--- src/rtl/onehot_scan_decoder.sv ---
// One-hot scan decoder.
// Drives a registered one-hot word where code k lights bit OUT_W-1-k.
// Direct mode decodes a handshaked select code. Scan mode steps through
// codes 0..scan_last, holding each one for DWELL cycles, and pulses wrap
// when the scan returns to code 0.
module onehot_scan_decoder #(
    parameter  int SEL_W = 4,
    parameter  int DWELL = 4,
    localparam int OUT_W = 2**SEL_W
) (
    input  logic             clk,
    input  logic             rst_n,
    input  logic             en,
    input  logic             mode,
    input  logic [SEL_W-1:0] sel,
    input  logic             sel_valid,
    output logic             sel_ready,
    input  logic [SEL_W-1:0] scan_last,
    output logic [OUT_W-1:0] out,
    output logic             out_valid,
    output logic [SEL_W-1:0] cur_code,
    output logic             wrap
);

    // A single-cycle dwell still needs a one-bit counter, so that the
    // DWELL-1 compare remains well formed.
    localparam int               DW_W      = (DWELL > 1) ? $clog2(DWELL) : 1;
    localparam logic [DW_W-1:0]  DWELL_MAX = DW_W'(DWELL - 1);

    typedef enum logic [1:0] {
        IDLE,
        DIRECT,
        SCAN
    } state_t;

    state_t            state, state_nxt;
    logic [DW_W-1:0]   dwell, dwell_nxt;
    logic [OUT_W-1:0]  out_nxt;
    logic              vld_nxt;
    logic [SEL_W-1:0]  code_nxt;
    logic              wrap_nxt;

    // Code 0 maps to the MSB, and the highest code maps to the LSB.
    function automatic logic [OUT_W-1:0] decode(input logic [SEL_W-1:0] k);
        logic [OUT_W-1:0] d;
        for (int i = 0; i < OUT_W; i++) begin
            d[i] = ((OUT_W - 1 - i) == int'(k));
        end
        return d;
    endfunction

    // A new select code is accepted only outside scan mode, and only while the block is enabled.
    always_comb begin
        sel_ready = en & ~mode & (state != SCAN);
    end

    // Compute the next state and the next registered outputs.
    always_comb begin
        state_nxt = state;
        dwell_nxt = dwell;
        vld_nxt   = out_valid;
        code_nxt  = cur_code;
        wrap_nxt  = 1'b0;

        if (!en) begin
            state_nxt = IDLE;
            vld_nxt   = 1'b0;
            code_nxt  = '0;
            dwell_nxt = '0;
        end else begin
            case (state)
                IDLE, DIRECT: begin
                    if (mode) begin
                        state_nxt = SCAN;
                        vld_nxt   = 1'b1;
                        code_nxt  = '0;
                        dwell_nxt = '0;
                    end else if (sel_valid && sel_ready) begin
                        state_nxt = DIRECT;
                        vld_nxt   = 1'b1;
                        code_nxt  = sel;
                    end
                end
                SCAN: begin
                    if (!mode) begin
                        state_nxt = IDLE;
                        vld_nxt   = 1'b0;
                        code_nxt  = '0;
                        dwell_nxt = '0;
                    end else if (dwell == DWELL_MAX) begin
                        dwell_nxt = '0;
                        // Using >= here also covers scan_last being lowered below the current code.
                        if (cur_code >= scan_last) begin
                            code_nxt = '0;
                            wrap_nxt = 1'b1;
                        end else begin
                            code_nxt = cur_code + 1'b1;
                        end
                    end else begin
                        dwell_nxt = dwell + 1'b1;
                    end
                end
                default: begin
                    state_nxt = IDLE;
                    vld_nxt   = 1'b0;
                    code_nxt  = '0;
                    dwell_nxt = '0;
                end
            endcase
        end

        out_nxt = vld_nxt ? decode(code_nxt) : '0;
    end

    // Hold the state and all registered outputs; reset clears them asynchronously.
    always_ff @(posedge clk or negedge rst_n) begin
        if (!rst_n) begin
            state     <= IDLE;
            dwell     <= '0;
            out       <= '0;
            out_valid <= 1'b0;
            cur_code  <= '0;
            wrap      <= 1'b0;
        end else begin
            state     <= state_nxt;
            dwell     <= dwell_nxt;
            out       <= out_nxt;
            out_valid <= vld_nxt;
            cur_code  <= code_nxt;
            wrap      <= wrap_nxt;
        end
    end

endmodule

--- config.mk ---
export PLATFORM = sky130hd
export DESIGN_NAME = onehot_scan_decoder
export DESIGN_NICKNAME = d
export VERILOG_FILES = /design/src/rtl/onehot_scan_decoder.sv
export SDC_FILE = /design/constraint.sdc
export NUM_CORES = 1
export LEC_CHECK = 0
export BUFFER_PORTS_ARGS = -buffer_cell sky130_fd_sc_hd__buf_4
export CAP_MARGIN = 20
export CORE_AREA = 2 2 69 51
export CTS_CLUSTER_DIAMETER = 30
export CTS_CLUSTER_SIZE = 28
export DETAILED_ROUTE_END_ITERATION = 10
export DIE_AREA = 0 0 71 53
export HOLD_SLACK_MARGIN = 0.08
export PLACE_DENSITY = 0.71
export SYNTH_ARGS = -nofsm -noshare
export SYNTH_HDL_FRONTEND = slang
export SYNTH_SLANG_ARGS = --single-unit
export TNS_END_PERCENT = 100
--- constraint.sdc ---
create_clock -name clk -period 1.8 [get_ports clk]
set_input_delay 0 -clock clk [delete_from_list [all_inputs] [get_ports clk]]
set_output_delay 0 -clock clk [all_outputs]
set_load 0.02 [all_outputs]
### Word-level counts from Yosys, hierarchy flattened

Cells that the tools add are included.

| storage, ports and cells | value |
|---|---|
| flip-flop bits (word level) | 26 |
| bits of input ports | 13 |

| cells by class | value |
|---|---|
| $add $sub $neg | 2 |
| magnitude comparators | 1 |
| eq/ne operators | 22 |
| multiplexer cells | 28 |
| bitwise logic cells | 3 |
| reduce and logical (&&, ||, !) cells | 5 |

Operators by type and width:

| kind | number |
|---|---|
| $eq A4 B4 Y1 const A | 8 |
| $mux W4 | 6 |
| $eq A3 B4 Y1 const A | 4 |
| $mux W16 | 1 |
| $mux W2 | 8 |
| $mux W1 | 9 |
| $eq A2 B4 Y1 const A | 2 |
| $pmux W2 S2 | 2 |
| $pmux W4 S2 | 1 |
| $ne A3 B3 Y1 const B | 2 |
| $add A4 B1 Y4 const B | 1 |
| $eq A1 B4 Y1 const A | 1 |
| $eq A2 B2 Y1 const B | 2 |
| $ge A4 B4 Y1 | 1 |
| $logic_not A4 Y1 | 1 |
| $ne A4 B4 Y1 const B | 1 |
| $add A2 B1 Y2 const B | 1 |
| $and A1 B1 Y1 | 2 |
| $eq A2 B1 Y1 const B | 1 |
| $logic_not A2 Y1 | 1 |
| $ne A2 B2 Y1 const B | 1 |
| $pmux W1 S2 | 1 |
| $reduce_and A2 Y1 | 1 |
| $reduce_or A2 Y1 | 1 |
| 2 further kinds | 2 |

### Logic depth before layout (Yosys ltp)

| logic depth | value |
|---|---|
| depth in word-level cells | 10 |
| gate-level depth with buffers | 8 |

### Worst setup path before layout

No wires, ideal clock.

| timing | value |
|---|---|
| path kind | reg2reg |
| start point | register cur_code[0] |
| end point | register out[2] |
| setup time | 86 ps |
| data arrival time | 2073 ps |
| required time | 1714 ps |
| slack | -359 ps |
| cell stages (with the launch flop) | 9 |
| clock period less this slack | 2159 ps |
| path through | dfrtp_1 -> inv_1 -> ha_1 -> nor3b_1 -> o21ai_2 -> o211a_1 -> nand2b_1 -> buf_2 -> nor3_1 |

| between the ends | value |
|---|---|
| longest elaborated chain between the ends | 8 |
| elaborated cells between the ends (all ways) | 11 |
| classes of those cells | add/sub: 1; order compare: 1; eq/ne: 1; mux: 8 |

RTL lines:

| what | RTL line | text |
|---|---|---|
| start, declared | 21 | `output logic [SEL_W-1:0] cur_code,` |
| start signal, assigned | 129 | `cur_code <= code_nxt;` |
| $add A4 B1 Y4 or $ge A4 B4 Y1 (tied branches) | 97, 93 |  |
| $mux W4 | 93 | `if (cur_code >= scan_last) begin` |
| $mux W4 | 90 | `end else if (dwell == DWELL_MAX) begin` |
| $mux W4 | 85 | `if (!mode) begin` |
| $pmux W4 S2 (*) | 71 | `case (state)` |
| $mux W4 (*) | 65 | `if (!en) begin` |
| $eq A3 B4 Y1 (*) | 47 | `d[i] = ((OUT_W - 1 - i) == int'(k));` |
| $mux W16 (*) | 112 | `out_nxt = vld_nxt ? decode(code_nxt) : '0;` |
| named net out_nxt[2] | 38 | `logic [OUT_W-1:0] out_nxt;` |
| end signal, assigned | 127 | `out <= out_nxt;` |
| end, declared | 19 | `output logic [OUT_W-1:0] out,` |

Mark *: on every way through the listed nets, which the timed path passes. The rest lies on a longest branch.
A chain may end at the register's enable or synchronous reset.

### Worst setup path in the final report

| timing | value |
|---|---|
| start point | register cur_code[2] |
| end point | register out[1] |

| between the ends | value |
|---|---|
| longest elaborated chain between the ends | 8 |
| elaborated cells between the ends (all ways) | 11 |
| classes of those cells | add/sub: 1; order compare: 1; eq/ne: 1; mux: 8 |

RTL lines:

| what | RTL line |
|---|---|
| $add A4 B1 Y4 or $ge A4 B4 Y1 (tied branches) | 97, 93 |
| $mux W4 | 93 |
| $mux W4 | 90 |
| $mux W4 | 85 |
| $pmux W4 S2 (*) | 71 |
| $mux W4 (*) | 65 |
| $eq A2 B4 Y1 (*) | 47 |
| $mux W16 (*) | 112 |
| named net out_nxt[1] | 38 |

Marked as above.

==> summary.log <==
INFO  status         outcome=finished, violations left
INFO  status         failing_checks=negative setup slack
INFO  setup_path     r2r-start=cur_code[2]
INFO  synth          yosys_register_bits=26
INFO  cts            root_buffer=sky130_fd_sc_hd__clkbuf_8
INFO  synth          async_reset_ff_frac=1.00
INFO  cts            clk_path_buf_depth=2
INFO  place          place_inst=202
INFO  synth          ys_dominant_reg_cell=sky130_fd_sc_hd__dfrtp_1
INFO  sta            slew-limit-headroom=0.538
INFO  final_layout   num_antenna_cells=0
INFO  synth          synthAdderAreaFrac=0.0554
INFO  floorplanning  core_area=3080um2
INFO  power          power.ir.vdd_worst=0.450mV
INFO  synth          post_synth_num_cell_types=42
INFO  global_route   antenna_found_initial=0
INFO  setup_path     critPathLaunch=cur_code[2]
INFO  power          leakagePower=0.000949uW
INFO  place          place_area=1750um2
INFO  final_layout   fin_area=2040um2
INFO  cts            clock_tree.htree_level_count=1
INFO  sta            finalSetupTns=-1680ps
INFO  final_layout   commonest_non_fill_non_tap_cell_in_the_layout=sky130_fd_sc_hd__buf_4
INFO  sta            post-route-period-util=1.09
INFO  floorplanning  design.die.area=3760um2
INFO  sta            slew_violations=0
INFO  cts            tritoncts=done
INFO  floorplanning  floorplan.die.height=53um
INFO  sta            transition_time_of_the_tightest_slew_check_pin=687ps
INFO  synth          post_synth_and_or_nand_nor_area_fraction=0.260
INFO  detailed_routing routed-via-count=1217
INFO  global_route   grt_start_max_net_pins=27
INFO  cts            worstSkewPairLatency=270ps
INFO  synth          postSynthAreaPerCell=11.0um2
INFO  sta            timing.fmax=0.511GHz
INFO  synth          synth_top_cell_by_area=sky130_fd_sc_hd__dfrtp_1
INFO  sta            worst_clock_skew=1.66ps
INFO  power          finalPower=1150uW
INFO  synth          post_synth_main_area_contributors=sky130_fd_sc_hd__dfrtp_1 48%, sky130_fd_sc_hd__ha_1 5.5%, sky130_fd_sc_hd__nor3_1 5.2%
INFO  sta            final_hold_viol_count=0
INFO  synth          synth-compound-area-share=0.144
INFO  floorplanning  die_width=71um
INFO  detailed_routing post_route_wl=3910um
INFO  sta            grt_setup_unrepaired=true
INFO  final_layout   stdcell_count=215
INFO  final_layout   finish.net_count=197
INFO  synth          synth_edf_count=0
INFO  sta            setup-violations-final=18
INFO  final_layout   most_frequent_cells_in_the_layout=47 x sky130_fd_sc_hd__buf_4, 22 x sky130_fd_sc_hd__dfrtp_1, 7 x sky130_fd_sc_hd__inv_1, 7 x sky130_fd_sc_hd__nor3_1, 7 x sky130_fd_sc_hd__nor3_2
INFO  sta            setup_slack=-155ps
INFO  setup_path     worstPathArrival=2140ps
INFO  setup_path     critical_path_required=1980ps
INFO  place          routabilityCongestion=0.796
INFO  sta            finalHoldWorstSlack=160ps
INFO  synth          synth_top_family_by_area=simple AND/OR/NAND/NOR gates
INFO  power          power_density=565nW/um2
INFO  synth          post_synth_inst_count=123
INFO  cts            cts.sink_count=26
INFO  setup_path     peak_fanout_along_the_critical_path=5
INFO  setup_path     timing.setup.critical_path_class=reg -> reg
INFO  detailed_routing remaining_drc_errors=0
INFO  sta            timing.final.crit_period=1960ps
INFO  synth          syn-cell-area=1360um2
INFO  cts            cts.reportedPaths.clkPinSlew=90ps
INFO  global_route   grt_pass1_wl=6060um
INFO  final_layout   flow.area_growth_from_synthesis=50.7%
INFO  setup_path     critical_path.startpoint_type=flip-flop
INFO  synth          synth_top_area_frac=0.480
INFO  synth          yosys-mux-area-fraction=0.0148
INFO  place          place.detailed.hpwl=2540um
INFO  detailed_routing routedWlPerCell=18.2um
INFO  worst_hold_path hold_path.class=in -> async
INFO  synth          synth_fp_nets=142
INFO  synth          synth-seq-area-share=0.480
INFO  detailed_routing route.antenna.remaining_nets=0
INFO  detailed_routing via_density_per_instance=5.66
INFO  detailed_routing iteration_0_drc_count_of_the_detailed_router=108
INFO  job            drv.max_cap_violation_count=0
INFO  global_route   grt_overflow=0
INFO  global_route   first_global_vias=1221
INFO  place          port_buffers=35
INFO  floorplanning  initial_utilization=0.439
INFO  final_layout   drive_above_1_share=0.537
INFO  floorplanning  cell_rows=17
INFO  cts            cts_made_buffers=3
INFO  floorplanning  ios=36
INFO  global_route   grtUsageTotal=0.220
INFO  setup_path     crit_path_end_kind=flip-flop
INFO  synth          ys_warn_count=0
INFO  detailed_routing drt_first_pass_iters=4
INFO  synth          xor_xnor_portion_of_the_synthesized_cell_area=0.00646
==> cells in the mapped netlist (2+ instances only) <==
| cell type | number |
|---|---|
| sky130_fd_sc_hd__nand2_1 | 7 |
| sky130_fd_sc_hd__nor3b_1 | 2 |
| sky130_fd_sc_hd__nor2_1 | 5 |
| sky130_fd_sc_hd__a211oi_1 | 2 |
| sky130_fd_sc_hd__clkbuf_1 | 2 |
| sky130_fd_sc_hd__nand4_1 | 3 |
| sky130_fd_sc_hd__o21ai_1 | 2 |
| sky130_fd_sc_hd__mux2i_1 | 2 |
| sky130_fd_sc_hd__dfrtp_1 | 26 |
| sky130_fd_sc_hd__buf_2 | 3 |
| sky130_fd_sc_hd__ha_1 | 6 |
| sky130_fd_sc_hd__nor3_1 | 14 |
| sky130_fd_sc_hd__o21ai_0 | 4 |
| sky130_fd_sc_hd__o211ai_1 | 2 |
| sky130_fd_sc_hd__nor4_2 | 4 |
| sky130_fd_sc_hd__inv_1 | 8 |
| sky130_fd_sc_hd__nor2b_1 | 4 |
| sky130_fd_sc_hd__and3_1 | 3 |
==> critical path, cell delays in order, from the launching register on <==
cell and delay [ps]:
sky130_fd_sc_hd__dfrtp_2 440, sky130_fd_sc_hd__ha_4 270, sky130_fd_sc_hd__o211ai_1 110, sky130_fd_sc_hd__o21ai_2 320, sky130_fd_sc_hd__buf_6 170, sky130_fd_sc_hd__o311ai_4 100, sky130_fd_sc_hd__buf_6 160, sky130_fd_sc_hd__nor4_4 280
==> stage by stage <==
| stage | util | worst slack, ps |
|---|---|---|
| 2_1_floorplan | - | -133 |
| 3_3_place_gp | 0.567 | -125 |
| 3_5_place_dp | 0.567 | -209 |
| 4_1_cts | 0.644 | -82.4 |
| 5_1_grt | 0.662 | -234 |
| 6_report | 0.662 | -155 |
==> area by class of cell <==
class	instances	area (um2)
fillers	214	1040
well taps	38	47.5
repair buffers	54	427
multi-input cells	85	837
flip-flops and latches	26	656
clock buffers	4	45.0
inverters	8	30.0
==> routing by layer <==
metal | GRT usage | vias up | wire [um]
met5 | 0 | - | 0
met4 | 0.107 | 0 | 153
met3 | 0.0667 | 19 | 255
met2 | 0.375 | 54 | 1850
met1 | 0.257 | 586 | 1640
li1 | - | 558 | -
==> cells by family after synthesis <==
family,after synthesis
mux,2
xor+xnor,1
flops,26
fa+ha+maj,6
compound gates,23
buf+inv,13
simple gates,52
==> power breakdown <==
part	internal (uW)	switching [uW]
clock	159	186
combinational	91.1	116
sequential	594	8.48
total	844	310
==> flip-flops by register name, summed over array words and instances (netlist names) <==
| signal | cells |
|---|---|
| out | 16 |
| state | 2 |
| out_valid | 1 |
| cur_code | 4 |
| wrap | 1 |
| dwell | 2 |
==> what timing repair did <==
| item | CTS | global route |
|---|---|---|
| pin swaps | 5 | 1 |
| hold endpoints to repair | 31 | 0 |
| gates cloned | 0 | 1 |
| setup buffers | 4 | 1 |
| gates resized for setup | 23 | 6 |
| hold buffers | 4 | 0 |
| setup endpoints to repair | 19 | 19 |
==> worst paths after layout <==
kind                                to  slack, ps  cells past startpoint
setup / recovery                out[1]       -160                      7
hold / removal                dwell[0]        160                      2
setup reg to reg                out[1]       -160                      7
hold reg to reg               dwell[1]        580                      2
max in group asynchronous  cur_code[2]       1360                      2
min in group clk             out_valid        300                      4
(Power assumes the default switching activity.)
